--- config.mk ---
export PLATFORM = sky130hd
export DESIGN_NAME = cross_bar_bank_arb
export DESIGN_NICKNAME = d
export VERILOG_FILES = /design/src/rtl/mcash_xbar_pkg.sv /design/src/rtl/rr_arb3.sv /design/src/rtl/cross_bar_bank_arb.sv
export SDC_FILE = /design/constraint.sdc
export NUM_CORES = 1
export LEC_CHECK = 0
export CORE_UTILIZATION = 42
export CTS_CLUSTER_DIAMETER = 150
export DETAILED_ROUTE_END_ITERATION = 6
export HOLD_SLACK_MARGIN = 0.08
export MAX_ROUTING_LAYER = met4
export PLACE_DENSITY = 0.82
export SYNTH_ARGS = -nofsm -noshare
export SYNTH_HDL_FRONTEND = slang
export SYNTH_SLANG_ARGS = --single-unit
--- constraint.sdc ---
create_clock -name clk_i -period 4.36 [get_ports clk_i]
set_clock_uncertainty 0.15 [all_clocks]
set_input_delay 1.09 -clock clk_i [delete_from_list [all_inputs] [get_ports clk_i]]
set_output_delay 1.09 -clock clk_i [all_outputs]
set_load 0.01 [all_outputs]
--- src/rtl/mcash_xbar_pkg.sv ---
// Shared cross-bar types and constants.
// Used by the bank arbiter and the return-path mux.
package mcash_xbar_pkg;

    localparam int NUM_CH              = 3;
    localparam int MAX_OUTSTANDING_DEF = 8;
    localparam int ADDR_W_DEF          = 32;
    localparam int ID_W_DEF            = 4;

    typedef logic [1:0] ch_idx_t;

    typedef struct packed {
        logic [ADDR_W_DEF-1:0] addr;
        logic [ID_W_DEF-1:0]   id;
    } xbar_req_t;

    function automatic ch_idx_t rr_next(input ch_idx_t g);
        return (g == 2'd2) ? 2'd0 : g + 2'd1;
    endfunction

endpackage

--- src/rtl/rr_arb3.sv ---
// Combinational 3-way round-robin picker.
// Searches ptr, ptr+1, ptr+2 (mod 3); first hit wins.
module rr_arb3
    import mcash_xbar_pkg::*;
(
    input  logic [2:0] req_i,
    input  ch_idx_t    ptr_i,
    output logic [2:0] gnt_o,
    output ch_idx_t    idx_o,
    output logic       any_o
);

    logic [2:0] w_c;

    // Rotate from the pointer and take the first requester.
    always_comb begin
        gnt_o = '0;
        idx_o = '0;
        any_o = 1'b0;
        w_c   = '0;
        for (int k = 0; k < NUM_CH; k++) begin
            w_c = {1'b0, ptr_i} + 3'(k);
            if (w_c >= 3'd3) begin
                w_c = w_c - 3'd3;
            end
            if (!any_o && req_i[w_c[1:0]]) begin
                any_o           = 1'b1;
                gnt_o[w_c[1:0]] = 1'b1;
                idx_o           = w_c[1:0];
            end
        end
    end

endmodule

--- src/rtl/cross_bar_bank_arb.sv ---
// Per-bank read-request arbiter: round-robin over 3 channels,
// per-channel credit limit, single registered output slot.
module cross_bar_bank_arb
    import mcash_xbar_pkg::*;
#(
    parameter int ADDR_W          = 32,
    parameter int ID_W            = 4,
    parameter int MAX_OUTSTANDING = MAX_OUTSTANDING_DEF,
    parameter int CNT_W           = $clog2(MAX_OUTSTANDING + 1)
) (
    input  logic                  clk_i,
    input  logic                  rst_ni,
    input  logic [2:0]            ch_req_valid_i,
    output logic [2:0]            ch_req_allowIn_o,
    input  logic [3*ADDR_W-1:0]   ch_req_addr_i,
    input  logic [3*ID_W-1:0]     ch_req_id_i,
    output logic                  bank_req_valid_o,
    input  logic                  bank_req_allowIn_i,
    output logic [ADDR_W-1:0]     bank_req_addr_o,
    output logic [ID_W-1:0]       bank_req_id_o,
    output logic [1:0]            bank_req_ch_o,
    input  logic [2:0]            ch_rtn_valid_i,
    output logic [3*CNT_W-1:0]    ch_outstanding_o,
    output logic                  err_o
);

    typedef enum logic {
        S_EMPTY = 1'b0,
        S_FULL  = 1'b1
    } slot_st_t;

    localparam logic [CNT_W-1:0] LP_MAX = CNT_W'(MAX_OUTSTANDING);

    slot_st_t          r_state;
    ch_idx_t           r_rr_ptr;
    logic [ADDR_W-1:0] r_addr;
    logic [ID_W-1:0]   r_id;
    ch_idx_t           r_ch;
    logic [CNT_W-1:0]  r_cnt [NUM_CH];
    logic              r_err;

    logic              w_slot_free;
    logic [2:0]        w_elig;
    logic [2:0]        w_gnt;
    ch_idx_t           w_idx;
    logic              w_any;
    logic [2:0]        w_kick_vec;
    logic              w_kick;
    logic [ADDR_W-1:0] w_addr [NUM_CH];
    logic [ID_W-1:0]   w_id   [NUM_CH];

    genvar gi;
    for (gi = 0; gi < NUM_CH; gi++) begin : g_ch
        assign w_addr[gi] = ch_req_addr_i[gi*ADDR_W +: ADDR_W];
        assign w_id[gi]   = ch_req_id_i[gi*ID_W +: ID_W];
        assign w_elig[gi] = ch_req_valid_i[gi] & (r_cnt[gi] < LP_MAX);
        assign ch_outstanding_o[gi*CNT_W +: CNT_W] = r_cnt[gi];
    end

    rr_arb3 u_arb (
        .req_i (w_elig),
        .ptr_i (r_rr_ptr),
        .gnt_o (w_gnt),
        .idx_o (w_idx),
        .any_o (w_any)
    );

    // The slot can take a new request if empty or draining this cycle.
    assign w_slot_free = (r_state == S_EMPTY) |
                         ((r_state == S_FULL) & bank_req_allowIn_i);

    assign ch_req_allowIn_o = w_gnt & {3{w_slot_free & rst_ni}};
    assign w_kick_vec       = ch_req_valid_i & ch_req_allowIn_o;
    assign w_kick           = w_any & w_slot_free & rst_ni;

    assign bank_req_valid_o = (r_state == S_FULL);
    assign bank_req_addr_o  = r_addr;
    assign bank_req_id_o    = r_id;
    assign bank_req_ch_o    = r_ch;
    assign err_o            = r_err;

    // Output slot FSM: load on kickoff, hold under backpressure.
    always_ff @(posedge clk_i or negedge rst_ni) begin
        if (!rst_ni) begin
            r_state  <= S_EMPTY;
            r_rr_ptr <= '0;
            r_addr   <= '0;
            r_id     <= '0;
            r_ch     <= '0;
        end else begin
            unique case (r_state)
                S_EMPTY: begin
                    if (w_kick) begin
                        r_state <= S_FULL;
                    end
                end
                S_FULL: begin
                    if (!w_kick && bank_req_allowIn_i) begin
                        r_state <= S_EMPTY;
                    end
                end
                default: r_state <= S_EMPTY;
            endcase
            if (w_kick) begin
                r_addr   <= w_addr[w_idx];
                r_id     <= w_id[w_idx];
                r_ch     <= w_idx;
                r_rr_ptr <= rr_next(w_idx);
            end
        end
    end

    // Outstanding credit counters; underflow sets the sticky error.
    always_ff @(posedge clk_i or negedge rst_ni) begin
        if (!rst_ni) begin
            for (int i = 0; i < NUM_CH; i++) begin
                r_cnt[i] <= '0;
            end
            r_err <= 1'b0;
        end else begin
            for (int i = 0; i < NUM_CH; i++) begin
                unique case ({w_kick_vec[i], ch_rtn_valid_i[i]})
                    2'b10: begin
                        if (r_cnt[i] != LP_MAX) begin
                            r_cnt[i] <= r_cnt[i] + CNT_W'(1);
                        end
                    end
                    2'b01: begin
                        if (r_cnt[i] == '0) begin
                            r_err <= 1'b1;
                        end else begin
                            r_cnt[i] <= r_cnt[i] - CNT_W'(1);
                        end
                    end
                    default: begin
                    end
                endcase
            end
        end
    end

endmodule

==> impl_results.md <==
* Number of setup buffers added after CTS at 0
* Worst R2R Start: r_rr_ptr[0]
* Setup repair after global routing missed its margin: false
* Drt pass-1 iters at 4
* Ratio of cells with drive above 1 in the final layout at 0.06745
* Post-layout worst setup margin at 133.2 ps
* Core area at 8258 µm²
* Crit Path Class: input port to primary output
* Min cycle time layout at 4227 ps
* Growth of design area from synthesis to finish at 56.65%
* CTS root buffer: sky130_fd_sc_hd__clkbuf_8
* Post-route DRC at 0
* Overall die area at 8979 µm²
* Cts bufs inserted at 5
* Final Hold Violating Endpoints at 0
* Fraction of synthesized cell area taken by the top area cell type at 0.3740
* Path type of the worst min-delay path: flop to flop
* Met1 Wirelength at 4.319 mm
* CTS clock-pin slew for the worst setup and hold paths at 100 ps
* Hold path cells at 2
* Std-Cell Rows at 33
* TritonCTS clock tree: built
* Worst hold slack at 334.1 ps
* Io pins at 172
* Final weighted congestion in routability-driven placement at 0.8335
* Status: finished clean
* Via Count at 3,750
* CP Max Fanout at 4
* Finished Layout Cells at 698
* Die outline width at 94.76 µm
* Highest clock frequency the design can meet at 0.2366 GHz
* Data required, critical path at 3120 ps
* HPWL Detailed at 7.972 mm
* Antenna violations before repair at 0
* Via density per instance at 5.372
* Cell Pwr Density at 600.6 nW/µm²
* Final Max Tran Viols at 0
* Max VDD drop at 0.2662 mV
* Final standard cell utilization of the core at 0.6855
* Top sig layer: met4
* Skew-Pair Late Insertion Delay at 310 ps
* Mapped Cells at 429
* Antenna diode count at 0
* Global-route wire length before repair at 16.56 mm
* Fraction of the cycle the final worst path needs at 0.9694
* Die span in y at 94.76 µm
* Cell type with the highest aggregate area in the netlist: sky130_fd_sc_hd__dfrtp_1
* Vias in the first global route at 3,588
* Gr ovfl total at 0
* Worst Min Path Start: bank_req_addr_o[29]
* LEAKAGE at 0.002361 µW
* Clock Sink Count at 54
* Unique masters post-synth at 54
* WL final at 10.54 mm
* Slew at the pin closest to its max-slew limit at 911.5 ps
* Buffers on Ports at 171
* Arrival @ worst endpoint at 2990 ps
* Most used flip-flop cell after synthesis: sky130_fd_sc_hd__dfrtp_1
* DP Worst Slack at -232.6 ps
* Reg-to-reg setup timing slack at 450 ps
* Placed cells at 691
* Synthesized flop and latch total at 54
* Synthesized cell area at 3613 µm²
* Setup violation total in the final timing report at 0
* Post-detailed-placement cell area at 5517 µm²
* Yosys warning total at 0
* Most frequent cell after synthesis: sky130_fd_sc_hd__nand2_1
* DR WL met3 at 661 µm
* Net count reported at finish at 723
* Number of nets with antenna violations after detailed routing at 0
* Syn Nets at 559
* Cells on worst reg2reg path at 14
* Global Route Usage Sum at 0.2392
* Maximum root-to-sink buffer count at 2
* Largest net degree at the start of global routing at 49
* CTS H-tree depth at 2
* Top cell types by occurrence after synthesis: 62 x sky130_fd_sc_hd__nand2_1, 54 x sky130_fd_sc_hd__dfrtp_1, 46 x sky130_fd_sc_hd__nor2_1
* Total length of routed met2 wires at 5.367 mm
* Total non-filler cell area in the finished layout at 5660 µm²
* Average wire per standard cell at 15.10 µm
* Synth async-reset ratio at 1.000
* Syn_area_per_cell at 8.423 µm²
* Number of synthesized flops with an enable pin at 0
* Startpoint Class: input port
* Effective utilization at floorplan at 0.4376
* Proportion of synthesized chip area in sequential cells at 0.3740
* Leading post-synthesis cells by cell area: sky130_fd_sc_hd__dfrtp_1 37%, sky130_fd_sc_hd__o31ai_1 7.9%, sky130_fd_sc_hd__a211oi_1 7.5%
* Iter 0 DRT Violations at 172
* Slew margin rel. at 0.3901
* Hold EP: bank_req_addr_o[29]
* Hold buffer count at CTS at 0
* Critical path endpoint category: primary output
* Number of violations of the max-capacitance limit at 0
* Capture point of the worst reg-to-reg path: ch_outstanding_o[3]
metrics by stage:
step | power (µW) | setup TNS (ps)
finish | 3400 | 0
global route | 3671 | 0
CTS | 3408 | -85.11
detailed placement | 3064 | -661.7
global placement | 3006 | -436.3
floorplan | 2129 | 0
worst max-delay path: stages:
cell,delay [ps]
sky130_fd_sc_hd__clkdlybuf4s50_1,420
sky130_fd_sc_hd__nor2b_1,190
sky130_fd_sc_hd__or4_4,440
sky130_fd_sc_hd__a21oi_1,200
sky130_fd_sc_hd__o21ai_1,90
sky130_fd_sc_hd__a31oi_1,240
sky130_fd_sc_hd__dlygate4sd2_1,300
area by class of cell:
cell class / count / area (µm²)
clock buffer: 5 / 68.82
fill: 676 / 2597
clock inverter: 2 / 38.79
inverter: 8 / 30.03
sequential: 54 / 1351
tap: 105 / 131.4
timing repair buffer: 190 / 1889
multi-input combinational: 334 / 2151
sequential cells by signal (all words and copies together) (netlist names):
| signal | cells |
|---|---|
| bank_req_addr_o | 32 |
| ch_outstanding_o | 12 |
| bank_req_id_o | 4 |
| bank_req_ch_o | 2 |
| r_rr_ptr | 2 |
| bank_req_valid_o | 1 |
| err_o | 1 |
placed cells by master (no fill, tap or decap), types with 2 or more instances in the layout:
cell type / n
sky130_fd_sc_hd__a31oi_1: 2
sky130_fd_sc_hd__xor2_1: 5
sky130_fd_sc_hd__or3_1: 2
sky130_fd_sc_hd__and2_1: 2
sky130_fd_sc_hd__dlygate4sd2_1: 2
sky130_fd_sc_hd__clkbuf_8: 5
sky130_fd_sc_hd__inv_1: 7
sky130_fd_sc_hd__ha_1: 13
sky130_fd_sc_hd__nor3b_1: 3
sky130_fd_sc_hd__nand2b_1: 6
sky130_fd_sc_hd__nor2b_1: 38
sky130_fd_sc_hd__dfrtp_1: 54
sky130_fd_sc_hd__o21ai_4: 2
sky130_fd_sc_hd__a21oi_1: 12
sky130_fd_sc_hd__dlymetal6s2s_1: 2
sky130_fd_sc_hd__buf_12: 3
sky130_fd_sc_hd__o21a_1: 2
sky130_fd_sc_hd__nor3_1: 2
sky130_fd_sc_hd__o21ai_0: 5
sky130_fd_sc_hd__and3_1: 3
sky130_fd_sc_hd__o21ai_1: 4
sky130_fd_sc_hd__buf_4: 16
sky130_fd_sc_hd__a211oi_1: 36
sky130_fd_sc_hd__xnor2_1: 8
sky130_fd_sc_hd__nand2_1: 62
sky130_fd_sc_hd__nand3_1: 5
sky130_fd_sc_hd__nor4_1: 3
sky130_fd_sc_hd__nor2_1: 45
sky130_fd_sc_hd__o31ai_1: 38
sky130_fd_sc_hd__clkdlybuf4s50_1: 166
sky130_fd_sc_hd__mux2i_1: 5
layer usage:
metal | vias to the layer above | GRT usage
met5 | - | -
met2 | 147 | 0.4125
met3 | 14 | 0.04750
met4 | 0 | 0.06313
li1 | 1852 | -
met1 | 1737 | 0.2838
logic make-up (layout without fill, tap and decap cells):
logic type	count (synthesis)	after routing	synth area share
AOI/OAI and AO/OA	117	117	0.2299
xor gates and xnor gates	13	13	0.03151
adders and majority gates	13	13	0.04501
buffers and inverters	41	205	0.04951
DFF	54	54	0.3740
muxes	7	7	0.02008
and+or+nand+nor	184	184	0.2500
what timing repair did:
action	in CTS	in global routing
gates cloned	0	0
gates resized for setup	5	7
endpoints found under the setup margin	3	3
worst max path at each step:
stage / start / endpoint / slack, ps / cells after the start
after floorplan: ch_req_valid_i[1] / ch_outstanding_o[3] / 650 / 11
after global placement: ch_req_valid_i[2] / ch_req_allowIn_o[0] / -200 / 7
after detailed placement: ch_req_valid_i[2] / ch_req_allowIn_o[2] / -230 / 7
after CTS: ch_req_valid_i[0] / ch_req_allowIn_o[2] / -90 / 8
after global routing: ch_req_valid_i[1] / ch_req_allowIn_o[0] / 50 / 7
final: ch_req_valid_i[1] / ch_req_allowIn_o[0] / 130 / 7
report_power, final:
| part | switching, µW | total, µW | internal [µW] |
|---|---|---|---|
| Sequential | 210 | 955 | 745 |
| Combinational | 1070 | 2110 | 1040 |
| Clock | 165 | 334 | 169 |
Note: power is estimated with default switching activity, not from simulation.
